`src/rtl/mips_pkg.sv`:
```
// Shared register-file constants and writeback source identifiers.
package mips_pkg;

  localparam int REG_ADDR_W = 5;
  localparam int REG_DATA_W = 32;

  localparam logic [REG_ADDR_W-1:0] REG_ZERO = 5'd0;

  // Requester ids, also the encoding of the round-robin last_grant flop
  localparam logic WB_SRC_ALU = 1'b0;
  localparam logic WB_SRC_MEM = 1'b1;

endpackage

```
`src/rtl/rr_arb2.sv`:
```
// Two-way round-robin arbiter; owns the last_grant flop and the grant vector.
module rr_arb2
  import mips_pkg::*;
(
  input  logic       clk,
  input  logic       rst,
  input  logic [1:0] req,
  output logic [1:0] gnt
);

  logic last_grant;

  // Grant a lone requester outright; on contention favour whoever lost last time
  always_comb begin
    gnt = 2'b00;
    if (!rst) begin
      case (req)
        2'b01:   gnt = 2'b01;
        2'b10:   gnt = 2'b10;
        2'b11:   gnt = (last_grant == WB_SRC_MEM) ? 2'b01 : 2'b10;
        default: gnt = 2'b00;
      endcase
    end
  end

  // Remember the winner, only when a transfer actually happens
  always_ff @(posedge clk) begin
    if (rst) begin
      last_grant <= WB_SRC_ALU;
    end else if (|gnt) begin
      last_grant <= gnt[1] ? WB_SRC_MEM : WB_SRC_ALU;
    end
  end

endmodule

```
`src/rtl/regfile_wb_arbiter.sv`:
```
// Register-file write-port arbiter: picks one writeback source per cycle,
// stages it in a one-entry output register and flags decode read hazards.
module regfile_wb_arbiter
  import mips_pkg::*;
#(
  parameter int DATA_W = REG_DATA_W,
  parameter int ADDR_W = REG_ADDR_W
) (
  input  logic              clk,
  input  logic              rst,
  input  logic              req0_valid,
  input  logic [ADDR_W-1:0] req0_rd,
  input  logic [DATA_W-1:0] req0_data,
  output logic              req0_ready,
  input  logic              req1_valid,
  input  logic [ADDR_W-1:0] req1_rd,
  input  logic [DATA_W-1:0] req1_data,
  output logic              req1_ready,
  input  logic [ADDR_W-1:0] rs,
  input  logic [ADDR_W-1:0] rt,
  output logic              hazard_rs,
  output logic              hazard_rt,
  output logic [ADDR_W-1:0] rf_rd,
  output logic [DATA_W-1:0] rf_write_data,
  output logic              rf_regWrite
);

  logic [1:0]        gnt;
  logic              transfer;
  logic [ADDR_W-1:0] win_rd;
  logic [DATA_W-1:0] win_data;
  logic              reg_write_q;

  rr_arb2 u_arb (
    .clk (clk),
    .rst (rst),
    .req ({req1_valid, req0_valid}),
    .gnt (gnt)
  );

  assign req0_ready = gnt[0];
  assign req1_ready = gnt[1];
  assign transfer   = |gnt;

  // Route the granted request toward the output stage
  always_comb begin
    win_rd   = req0_rd;
    win_data = req0_data;
    if (gnt[1]) begin
      win_rd   = req1_rd;
      win_data = req1_data;
    end
  end

  // Output stage: load on transfer, strobe regWrite for one cycle, never for r0
  always_ff @(posedge clk) begin
    if (rst) begin
      reg_write_q   <= 1'b0;
      rf_rd         <= '0;
      rf_write_data <= '0;
    end else begin
      reg_write_q <= transfer && (win_rd != ADDR_W'(REG_ZERO));
      if (transfer) begin
        rf_rd         <= win_rd;
        rf_write_data <= win_data;
      end
    end
  end

  // Masking with rst keeps a staged write from landing on the reset edge itself
  assign rf_regWrite = reg_write_q & ~rst;

  // A read index is hazardous while any write to it is requested or staged
  always_comb begin
    hazard_rs = (rs != ADDR_W'(REG_ZERO)) &
                ((rf_regWrite & (rf_rd == rs)) |
                 (req0_valid & (req0_rd == rs)) |
                 (req1_valid & (req1_rd == rs)));
    hazard_rt = (rt != ADDR_W'(REG_ZERO)) &
                ((rf_regWrite & (rf_rd == rt)) |
                 (req0_valid & (req0_rd == rt)) |
                 (req1_valid & (req1_rd == rt)));
  end

endmodule

```
`config.mk`:
```
export PLATFORM = sky130hd
export DESIGN_NAME = regfile_wb_arbiter
export DESIGN_NICKNAME = d
export VERILOG_FILES = /design/src/rtl/mips_pkg.sv /design/src/rtl/rr_arb2.sv /design/src/rtl/regfile_wb_arbiter.sv
export SDC_FILE = /design/constraint.sdc
export NUM_CORES = 1
export LEC_CHECK = 0
export ABC_AREA = 1
export CAP_MARGIN = 20
export CELL_PAD_IN_SITES_DETAIL_PLACEMENT = 1
export CELL_PAD_IN_SITES_GLOBAL_PLACEMENT = 2
export CORE_MARGIN = 3
export CORE_UTILIZATION = 20
export DETAILED_ROUTE_END_ITERATION = 8
export PLACE_DENSITY_LB_ADDON = 0.1
export SYNTH_ARGS = -nofsm -noshare
export SYNTH_HDL_FRONTEND = slang
export SYNTH_SLANG_ARGS = --single-unit
```
`constraint.sdc`:
```
create_clock -name clk -period 1.34 [get_ports clk]
set_input_delay 0.134 -clock clk [delete_from_list [all_inputs] [get_ports clk]]
set_output_delay 0.134 -clock clk [all_outputs]
set_load 0.01 [all_outputs]
```
==> impl_metrics.yaml <==
outcome:
  status: "complete, but fails checks"
  violations: "negative setup slack"
place:
  placed_area_mm2: 0.004365
  hpwl_mm: 8.479
  port_buffers: 129
  gp_congestion: 0.7828
  post-place-cells: 709
global_routing:
  grt_pass1_vias: 3348
  overflow: 0
  grt.total_usage_pct: 15.37
  antenna_found_initial: 0
  grt_pass1_wl_mm: 17.60
  grt_max_degree: 40
sta:
  fmax_mhz: 682.2
  finalWorstSetupSlack_ps: -125.8
  setup_violations: 28
  fin_worst_skew_ps: 5.291
  slew_violations: 0
  period_share_pct: 109.4
  period_needed_ps: 1466
  worst_pin_slew_ps: 299.9
  rsz0062_at_grt: "true"
  finalHoldViolCount: 0
  relSlewSlack_pct: 79.84
hold_path:
  hp-class: "in -> reg"
yosys:
  synth.avg_cell_area_um2: 6.831
  ys_ff_latch: 39
  async_flop_share_pct: 0
  yosys_warnings: 0
  synth_edf_count: 0
  synthCells: 381
  ys.flop_type: "dfxtp_1"
  yosysSeqAreaShare_pct: 30.00
  yosysMostFrequentCell: "nand2_1"
  synth_area_mm2: 0.002602
  yosysTopAreaCell: "dfxtp_1"
  ys_types: 26
  syn-num-nets: 469
  yosys-top-cells-area: "dfxtp_1 30%, nand2_1 18%, a21oi_2 10%"
  yosys.area.top_type_share_pct: 30.00
  ys_top_cells_by_count: "128 x nand2_1, 39 x dfxtp_1, 34 x inv_1"
cts:
  cts_tree: "done"
  clockRootBuffer: "clkbuf_16"
  insertion_delay_ps: 280
  clkTransAtPathRegs_ps: 60
  cts.sinks: 39
  postCtsHoldBufs: 0
  htreeDepth: 2
  numCtsBuffers: 5
  clock_path_buffers: 2
drt:
  ant_nets: 0
  totalWireLength_mm: 11.50
  first_pass_iters: 4
  first_iter_violations: 73
  vias: 3164
  drc_errors: 0
  wire_per_inst_um: 15.75
  routed_via_density: 4.334
floorplan:
  io_pins: 130
  die_w_um: 120.1
  dieArea_mm2: 0.01442
  fp.coreArea_mm2: 0.01267
  initial_core_util_pct: 20.54
  die_h_um: 120.1
  rows: 41
setup_path:
  criticalPathCategory: "reg -> reg"
  slowest_delay_ps: 350
  critPathArrivalTime_ps: 1650
  path_cells: "nand2_2 > nand3_4 > buf_6 > o21ai_4 > buf_4 > clkbuf_16 > buf_4 > o211ai_2 > inv_2"
  slowest_stage: "dfxtp_2"
  cp_data_required_time_ps: 1520
  critical_path.top_delay_family: "buffers and inverters"
  end_kind: "flip-flop"
  crit_fanout: 6
  crit_top_cell: "buf_4"
  path_buf_inv: 5
  critPathLaunchType: "flip-flop"
final_layout:
  nets: 645
  drive_gt1_share_pct: 30.47
  regArea_um2: 799.5
  nFillCells: 1571
  stdcell_area_mm2: 0.004882
  syn2layout_area_growth_pct: 87.60
  antenna_cells: 0
  multi_input_area_mm2: 0.001619
  layoutNonFillerInstCount: 730
power_and_ir_drop:
  p_int_mw: 3.087
  p_leak_nw: 2.357
  irDropWorstVdd_mv: 0.4477
  power_switching_mw: 1.229
  clock_power_share_pct: 36.1
  power_frac_seq_pct: 31.0
  power_density_mw_per_mm2: 884.0
  power_mw: 4.316
  pwr-share-comb_pct: 32.9
  swShare_pct: 28.47
job:
  drv_cap: 0
## power groups by stage
stage / clock [mW] / combinational, mW / sequential (mW)
2_1_floorplan: 0 / 0.518 / 1.39
3_3_place_gp: 0 / 1.31 / 1.36
3_5_place_dp: 0 / 1.32 / 1.36
4_1_cts: 1.61 / 1.30 / 1.34
5_1_grt: 1.67 / 1.56 / 1.35
6_report: 1.56 / 1.42 / 1.34
## kinds of logic (layout without fill, tap and decap cells)
family / count (synthesis) / in the layout / synth area share (%)
buffers and inverters: 59 / 236 / 11.92
and+or+nand+nor: 175 / 175 / 27.07
AOI/OAI and AO/OA: 108 / 108 / 31.01
DFF: 39 / 39 / 30.00
## final timing paths
path	from	end	slack, ps	cells past startpoint
worst max-delay path	u_arb.last_grant	rf_rd[2]	-130	9
worst min-delay path	rst	u_arb.last_grant	380	3
worst max register to register	u_arb.last_grant	rf_rd[2]	-130	9
worst min register to register	u_arb.last_grant	u_arb.last_grant	490	2
## through the flow
| stage | util, % | setup slack (ps) | hold slack, ps | setup TNS (ps) |
|---|---|---|---|---|
| after floorplan | - | 166.8 | 279.2 | 0 |
| after global placement | 34.45 | -753.7 | 480.9 | -20230 |
| after detailed placement | 34.45 | -752.9 | 503.9 | -19840 |
| after CTS | 35.93 | -181.3 | 378.2 | -326.3 |
| after global routing | 38.53 | -246.6 | 394.7 | -3855 |
| final | 38.53 | -125.8 | 375.1 | -1139 |
## state kept, by name, indices dropped and copies added, names as in the netlist
register	cells
u_arb.last_grant	1
reg_write_q	1
rf_write_data	32
rf_rd	5
## cell usage in the layout (no fill, tap or decap), types with 7 or more instances in the layout
cell type          n
a21oi_2           30
buf_4             47
buf_6              7
clkbuf_16          9
clkdlybuf4s50_1   79
dfxtp_1           32
dlygate4sd2_1     26
dlymetal6s2s_1    17
inv_1             23
inv_2             13
nand2_1          121
nand2_2            9
nand3_1           10
nor2_1            20
nor2_2             7
o21ai_1           17
o21ai_2           18
o31ai_1           28
## worst reg2reg max path, delay by kind of cell (launching register included)
family                 cells  cell delay [ps]
AO/OA/AOI/OAI              2              230
flip-flops                 1              350
AND/OR/NAND/NOR            2              180
buffers and inverters      5              600
## cell type report
type                            count  area share, %
Clock inverter                      2          1.230
Timing Repair Buffer              191          39.29
Clock buffer                        6          2.640
Tap cell                          172          4.408
Multi-Input combinational cell    283          33.16
Sequential cell                    39          16.38
Inverter                           37          2.896
## metal layers
metal	share of wire (%)	vias to the layer above	wire (um)	GRT usage [%]
met5	0	-	0	0
met4	0.45	0	52	2.362
met3	6.9	4	793	5.372
met2	48	86	5570	26.91
met1	44	1466	5081	18.48
li1	-	1608	-	-
## repair_timing
item	in CTS	in global routing
resized for setup	66	61
cloned	0	5
pin swaps	5	17
endpoints found under the setup margin	52	28
setup buffers	0	8
No activity file was read; power rests on OpenSTA's default activity.
